File: src/rtl/tt_um_ksa_operand_sequencer.sv
// Operand sequencer for a 16-bit add done as two 8-bit passes through an internal
// Kogge-Stone adder. Bytes arrive one per wr strobe; results are read back a byte at a time.
module tt_um_ksa_operand_sequencer (
  input  logic       clk,
  input  logic       rst_n,
  input  logic       ena,
  input  logic [7:0] ui_in,
  input  logic [7:0] uio_in,
  output logic [7:0] uo_out,
  output logic [7:0] uio_out,
  output logic [7:0] uio_oe
);

  typedef enum logic [2:0] {
    IDLE  = 3'd0,
    LD_A1 = 3'd1,
    LD_B0 = 3'd2,
    LD_B1 = 3'd3,
    ADD0  = 3'd4,
    ADD1  = 3'd5,
    DONE  = 3'd6
  } state_t;

  state_t      state;
  logic [15:0] a_q;
  logic [15:0] b_q;
  logic [7:0]  sum_lo;
  logic [7:0]  sum_hi;
  logic        carry;
  logic        cout;
  logic        ovf;
  logic        sel;

  logic wr;
  logic rd;
  logic clr;
  logic busy;
  logic done;
  logic unused_uio;

  assign wr         = uio_in[0];
  assign rd         = uio_in[1];
  assign clr        = uio_in[2];
  assign unused_uio = &{1'b0, uio_in[7:3]};

  // Adder operands: low bytes with zero carry-in in ADD0, high bytes with the saved carry otherwise.
  logic [7:0] add_a;
  logic [7:0] add_b;
  logic       add_cin;
  logic [7:0] add_sum;
  logic       add_cout;

  always_comb begin
    add_a   = (state == ADD0) ? a_q[7:0] : a_q[15:8];
    add_b   = (state == ADD0) ? b_q[7:0] : b_q[15:8];
    add_cin = (state == ADD0) ? 1'b0 : carry;
  end

  // Kogge-Stone prefix tree: group generate/propagate over spans 1, 2, 4.
  logic [7:0] gl;
  logic [7:0] pl;
  logic [7:0] gp;
  logic [7:0] pp;
  logic [8:0] c;

  always_comb begin
    gl = add_a & add_b;
    pl = add_a ^ add_b;
    gp = '0;
    pp = '0;
    for (int lvl = 0; lvl < 3; lvl++) begin
      gp = gl;
      pp = pl;
      for (int i = 0; i < 8; i++) begin
        if (i >= (1 << lvl)) begin
          gl[i] = gp[i] | (pp[i] & gp[i - (1 << lvl)]);
          pl[i] = pp[i] & pp[i - (1 << lvl)];
        end
      end
    end
    c[0] = add_cin;
    for (int i = 0; i < 8; i++) begin
      c[i + 1] = gl[i] | (pl[i] & add_cin);
    end
    add_sum  = (add_a ^ add_b) ^ c[7:0];
    add_cout = c[8];
  end

  always_ff @(posedge clk or negedge rst_n) begin
    if (!rst_n) begin
      state  <= IDLE;
      a_q    <= '0;
      b_q    <= '0;
      sum_lo <= '0;
      sum_hi <= '0;
      carry  <= 1'b0;
      cout   <= 1'b0;
      ovf    <= 1'b0;
      sel    <= 1'b0;
    end else if (ena) begin
      if (clr) begin
        state <= IDLE;
        sel   <= 1'b0;
      end else begin
        unique case (state)
          IDLE: if (wr) begin
            a_q[7:0] <= ui_in;
            state    <= LD_A1;
          end
          LD_A1: if (wr) begin
            a_q[15:8] <= ui_in;
            state     <= LD_B0;
          end
          LD_B0: if (wr) begin
            b_q[7:0] <= ui_in;
            state    <= LD_B1;
          end
          LD_B1: if (wr) begin
            b_q[15:8] <= ui_in;
            state     <= ADD0;
          end
          ADD0: begin
            sum_lo <= add_sum;
            carry  <= add_cout;
            state  <= ADD1;
          end
          ADD1: begin
            sum_hi <= add_sum;
            cout   <= add_cout;
            ovf    <= (a_q[15] == b_q[15]) && (add_sum[7] != a_q[15]);
            sel    <= 1'b0;
            state  <= DONE;
          end
          DONE: begin
            if (wr) begin
              a_q[7:0] <= ui_in;
              sel      <= 1'b0;
              state    <= LD_A1;
            end else if (rd) begin
              sel <= ~sel;
            end
          end
          default: state <= IDLE;
        endcase
      end
    end
  end

  assign busy    = (state == LD_A1) || (state == LD_B0) || (state == LD_B1) ||
                   (state == ADD0)  || (state == ADD1);
  assign done    = (state == DONE);
  assign uo_out  = done ? (sel ? sum_hi : sum_lo) : 8'h00;
  assign uio_out = {sel, ovf, cout, done, busy, 3'b000};
  assign uio_oe  = 8'b1111_1000;

endmodule

File: config.mk
export PLATFORM = sky130hd
export DESIGN_NAME = tt_um_ksa_operand_sequencer
export DESIGN_NICKNAME = d
export VERILOG_FILES = /design/src/rtl/tt_um_ksa_operand_sequencer.sv
export SDC_FILE = /design/constraint.sdc
export NUM_CORES = 1
export LEC_CHECK = 0
export BUFFER_PORTS_ARGS = -buffer_cell sky130_fd_sc_hd__buf_2
export CAP_MARGIN = 30
export CORE_MARGIN = 3
export CORE_UTILIZATION = 50
export CTS_BUF_LIST = sky130_fd_sc_hd__clkbuf_16
export DETAILED_ROUTE_END_ITERATION = 10
export PLACE_DENSITY = 0.71
export RECOVER_POWER = 50
export SLEW_MARGIN = 40
export SYNTH_ARGS = -nofsm -noshare
export SYNTH_HDL_FRONTEND = slang
export SYNTH_SLANG_ARGS = --single-unit
File: constraint.sdc
create_clock -name clk -period 4.7 [get_ports clk]
set_input_delay 0.94 -clock clk [delete_from_list [all_inputs] [get_ports clk]]
set_output_delay 0.94 -clock clk [all_outputs]
set_load 0.01 [all_outputs]
# == After elaboration in Yosys (flattened, before gate mapping) ==
# Index checks and enable logic that the tools add are counted.
# totals
reg_bits,55
mem_bits_ro,0
latchBits,0
ramBits,0
n_memories,0
output_inout_bits,24
# op_classes
n_bitwise,72
shift,0
n_mux,15
n_reduce_logical,16
multipliers,0
n_eq_ne,13
add_sub_neg,0
div_mod_pow,0
n_lt_le_gt_ge,0
# ops
operator,n
AND 1 bit,42
2-to-1 mux 8 bit,4
bitwise OR 1 bit,25
case mux 3 bit (6 select lines),1
AND reduction 4 bit,4
XOR 8 bit,2
2-to-1 mux 3 bit,5
"== test 3 bit, second input constant",3
"inequality test 3 bit, second input constant",3
AND reduction 3 bit,3
AND 8 bit,1
"== test 3 x 2 -> 1 bit, second input constant",2
AND reduction 5 bit,1
logical OR 1 bit,4
2-to-1 mux 1 bit,4
"inequality test 4 bit, second input constant",1
"== test 3 x 1 -> 1 bit, second input constant",1
logical NOT 3 bit,1
"inequality test 3 x 1 -> 1 bit, second input constant",1
nonzero test 3 bit,1
NOT 1 bit,2
case mux 1 bit (2 select lines),1
OR reduction 2 bit,1
== test 1 bit,1
2 further kinds,2

# == Depth between registers and ports, before layout ==
# depth
word_depth,12
ltp_mapped,10

# == Worst setup path after synthesis ==
# No wires, ideal clock.
# synth_timing
path_type,register -> register
startpoint,reg state[1]
endpoint,reg ovf
period_less_slack_ps,2927
path_stages_with_launch,11
t_arrival_ps,2806
slack_ps,1773
setup_time_ps,121
cell_sequence,dfrtp_1 -> nor3b_2 -> buf_2 -> buf_2 -> mux2_2 -> ha_1 -> a21o_1 -> a21o_1 -> a21o_1 -> o31a_1 -> a22o_1
# synth_between
elab_chain_cells,12
elab_cells_between_ends,31
# synth_lines
element,line,text
"start, declared",24,state_t state;
"start signal, assigned",91,state <= IDLE;
"start signal, assigned",102,state <= IDLE;
"start signal, assigned",108,state <= LD_A1;
== test 3 bit,"54, 55, 56",
"2-to-1 mux 8 bit, on equally long branches","54, 55",
XOR 8 bit / AND 8 bit (equally long branches),"68, 85, 67",
"AND 1 bit, on equally long branches","76, 77",
bitwise OR 1 bit / AND 1 bit (equally long branches),76,gl[i] = gp[i] | (pp[i] & gp[i - (1 << lvl)]);
AND 1 bit / bitwise OR 1 bit (equally long branches),76,
bitwise OR 1 bit / AND 1 bit (equally long branches),76,
bitwise OR 1 bit,76,
bitwise OR 1 bit,83,c[i + 1] = gl[i] | (pl[i] & add_cin);
XOR 8 bit,85,add_sum = (add_a ^ add_b) ^ c[7:0];
inequality test 1 bit,130,ovf <= (a_q[15] == b_q[15]) && (add_sum[7] != a_q[15]);
logical AND 1 bit,130,
"end signal, assigned",130,
"end, declared",31,logic ovf;
# Parallel ways exist; a longest one is shown, timed or not.
# A chain may end at the register's enable or synchronous reset.

# == Worst setup path after layout ==
# Same ends and word-level chain as after synthesis.

==> results.md <==
* CP startpoint: state[1]
* Drt pass-1 iters at 4
* RSZ-0062 raised after global routing: false
* Setup ws final at 1.53 ns
* Crit path buf inv count at 1
* # port buffers at 26
* Clock transition at the registers of the reported paths at 0.07 ns
* Vias at 2034
* Setup bufs post-CTS at 0
* All-Layer GR Usage at 0.164
* Hold_ws at 0.482 ns
* Grt ovf at 0
* Synth Warn # at 0
* Share of post-route cells with drive strength above 1 at 0.306
* DP Area at 3180 um2
* Placed Cells at 364
* Initial Util at 0.520
* Final GP Congestion at 0.814
* Total design power at 1.64 mW
* Post-place setup slack at 1.57 ns
* Post-detail-place hpwl at 3880 um
* Critical-path top delay cell: dfrtp_1
* Mux contribution to synthesized area at 0.215
* Diode count at 0
* CP endpoint kind: flip-flop
* Die Height at 84.7 um
* Register area at 1380 um2
* Worst Max-Slew Pin Slew at 0.702 ns
* Critical-path maximum fanout at 21
* R2r setup slk at 1.53 ns
* Setup_tns at 0 ns
* Full die area at 7170 um2
* CTS Hold Bufs at 0
* CTS buffer count at 5
* Synth Area in Compound Gates at 0.108
* Antenna viol nets, final at 0
* Worst clock skew at 0.00360 ns
* Max incr delay on CP at 0.58 ns
* Delay-heaviest family, CP: compound AO/OA/AOI/OAI gates
* Final hold vios at 0
* Worst EP arrival at 3.36 ns
* Core ar. at 5960 um2
* Adder-Cell Fraction of Synth Area at 0.0420
* Clock sinks at 55
* Cells after Synth at 282
* Crit share post-route at 0.675
* Worst path cell trace: nor3b_2 > buf_4 > mux2_2 > ha_1 > a21o_1 > a21oi_2 > a21oi_4 > o31a_1 > a22o_1
* Synthesis-stage register bit count at 55
* CP Class: reg -> reg
* Multi-input logic area at 1560 um2
* Hold depth at 2
* Post-Synth XOR/XNOR Area at 0.0141
* PostCTS Resize Cnt at 0
* Hold_sp: sum_lo[7]
* P per Cell Area at 493 nW/um2
* Die width at 84.7 um
* Synthesized area per cell at 11.0 um2
* Layout Utilization at 0.559
* Max Fclk at 315 MHz
* Worst Reg2Reg Path Length in Cells at 9
* Slew Limit Fails at 0
* Min Clock Period, post-route at 3.17 ns
* Total Wirelength at 5590 um
* Non-filler cells, final at 372
* Final net count at 324
* Vias in the first global route at 1961
* Startpoint types: flip-flop
* Syn Std Cell Area at 3100 um2
* Drt via density at 5.47
* Final setup fails at 0
* Max-Cap Viols at 0
* Std cell rows at 28
* Drt drc at 0
* Unique masters post-synth at 46
* Status: finished, final reports clean
* Main combinational cell family by area after synthesis: multiplexers
* FILL cells at 524
* I/O Pins at 43
* Root buf cell: clkbuf_16
* Synth Area in Simple Gates at 0.112
* Largest net degree at the start of global routing at 56
* Clk_lat worst skew at 0.29 ns
* Max H-tree Level at 2
* Peak VDD IR at 0.203 mV
* Area grow syn2layout at 7.60%
* Sequential fraction of the synthesis area at 0.445
* Slew HR at 0.532
* DR iter-0 viols at 109
* CTS tree: yes
* Levels on crit path at 9
* First-pass GRT wire length at 9490 um
* Clock buffer depth at 2
* Critical Path RT at 4.89 ns
* Initial antenna violation count at 0
* Routed wire per std cell at 15.0 um
* Pleak at 1.59 nW
* FF-to-FF Start: state[1]
* Fin area at 3330 um2
* Worst hold path class: reg -> reg
-- cells in the final DEF, fill, tap and decap left out, drive strengths merged, types with 8 or more instances in the layout --
cell type	count
ha	8
nand2	27
clkbuf	9
conb	11
mux2i	8
dfrtp	55
a21oi	11
nor2	17
mux2	52
buf	24
o21ai	12
-- cells in the mapped netlist, drive strengths merged --
cell type   n  area share
a21bo       1      0.0032
a21boi      2      0.0061
a21o        4      0.0097
a21oi      11       0.023
a22o        1      0.0028
a32oi       1      0.0028
and2        1      0.0020
and3        2      0.0040
buf        24       0.052
clkbuf      6      0.0077
conb        2      0.0024
dfrtp      55        0.44
fa          1      0.0065
ha          8       0.032
inv         2      0.0024
maj3        1      0.0032
mux2       52        0.19
mux2i       8       0.026
nand2      27       0.033
nand3       4      0.0065
nand3b      1      0.0024
nand4       4      0.0081
nor2       17       0.021
nor2b       3      0.0061
nor3        7       0.015
nor3b       2       0.010
nor4b       1      0.0028
o211a       1      0.0032
o211ai      1      0.0024
o21a        4      0.0097
o21ai      12       0.019
o21bai      1      0.0024
o22a        1      0.0028
o2bb2ai     1      0.0028
o31a        1      0.0028
o31ai       6       0.015
or3         1      0.0020
xnor2       3      0.0085
xor2        2      0.0057
-- registers in the layout, indices dropped and copies added, names as in the netlist --
| register | cells |
|---|---|
| carry | 1 |
| b_q | 16 |
| sum_lo | 8 |
| sel | 1 |
| cout | 1 |
| ovf | 1 |
| a_q | 16 |
| state | 3 |
| sum_hi | 8 |
-- cell type report --
type	count	area share
Inverter	2	0.00225
Clock buffer	5	0.0376
Multi-Input combinational cell	204	0.469
Clock inverter	3	0.00789
Timing Repair Buffer	28	0.0421
Sequential cell	55	0.413
Tap cell	75	0.0282
-- final timing paths --
path	end
hold / removal	sum_lo[7]
setup reg to reg	ovf
hold reg to reg	sum_lo[7]
min in group asynchronous	sum_hi[7]
max in group asynchronous	state[2]
setup / recovery	ovf
-- power by group --
group          total, mW  internal, mW  switching [mW]
sequential         0.711         0.623          0.0879
combinational      0.549         0.274           0.275
clock              0.383         0.203           0.180
-- cells by family (layout without fill, tap and decap cells) --
kind of cell,count (synthesis),after routing
buf+inv,32,38
mux,60,60
compound gates,48,48
flops,55,55
simple gates,70,70
xor+xnor,5,5
fa+ha+maj,10,10
other cells,2,11
-- metal layers --
layer  routed length (um)  vias up  GRT usage
li1                     -     1007          -
met1                 2730      965      0.235
met2                 2540       55      0.252
met3                  255        7     0.0343
met4                   59        0     0.0504
met5                    0        -          0
-- worst reg2reg max path, delay by kind of cell (launching register included) --
kind | cells | cell delay [ns]
AOI/OAI and AO/OA | 5 | 1.18
DFF | 1 | 0.58
adders and majority gates | 1 | 0.36
muxes | 1 | 0.39
buffers and inverters | 1 | 0.30
and+or+nand+nor | 1 | 0.26
Note: power is estimated with default switching activity, not from simulation.
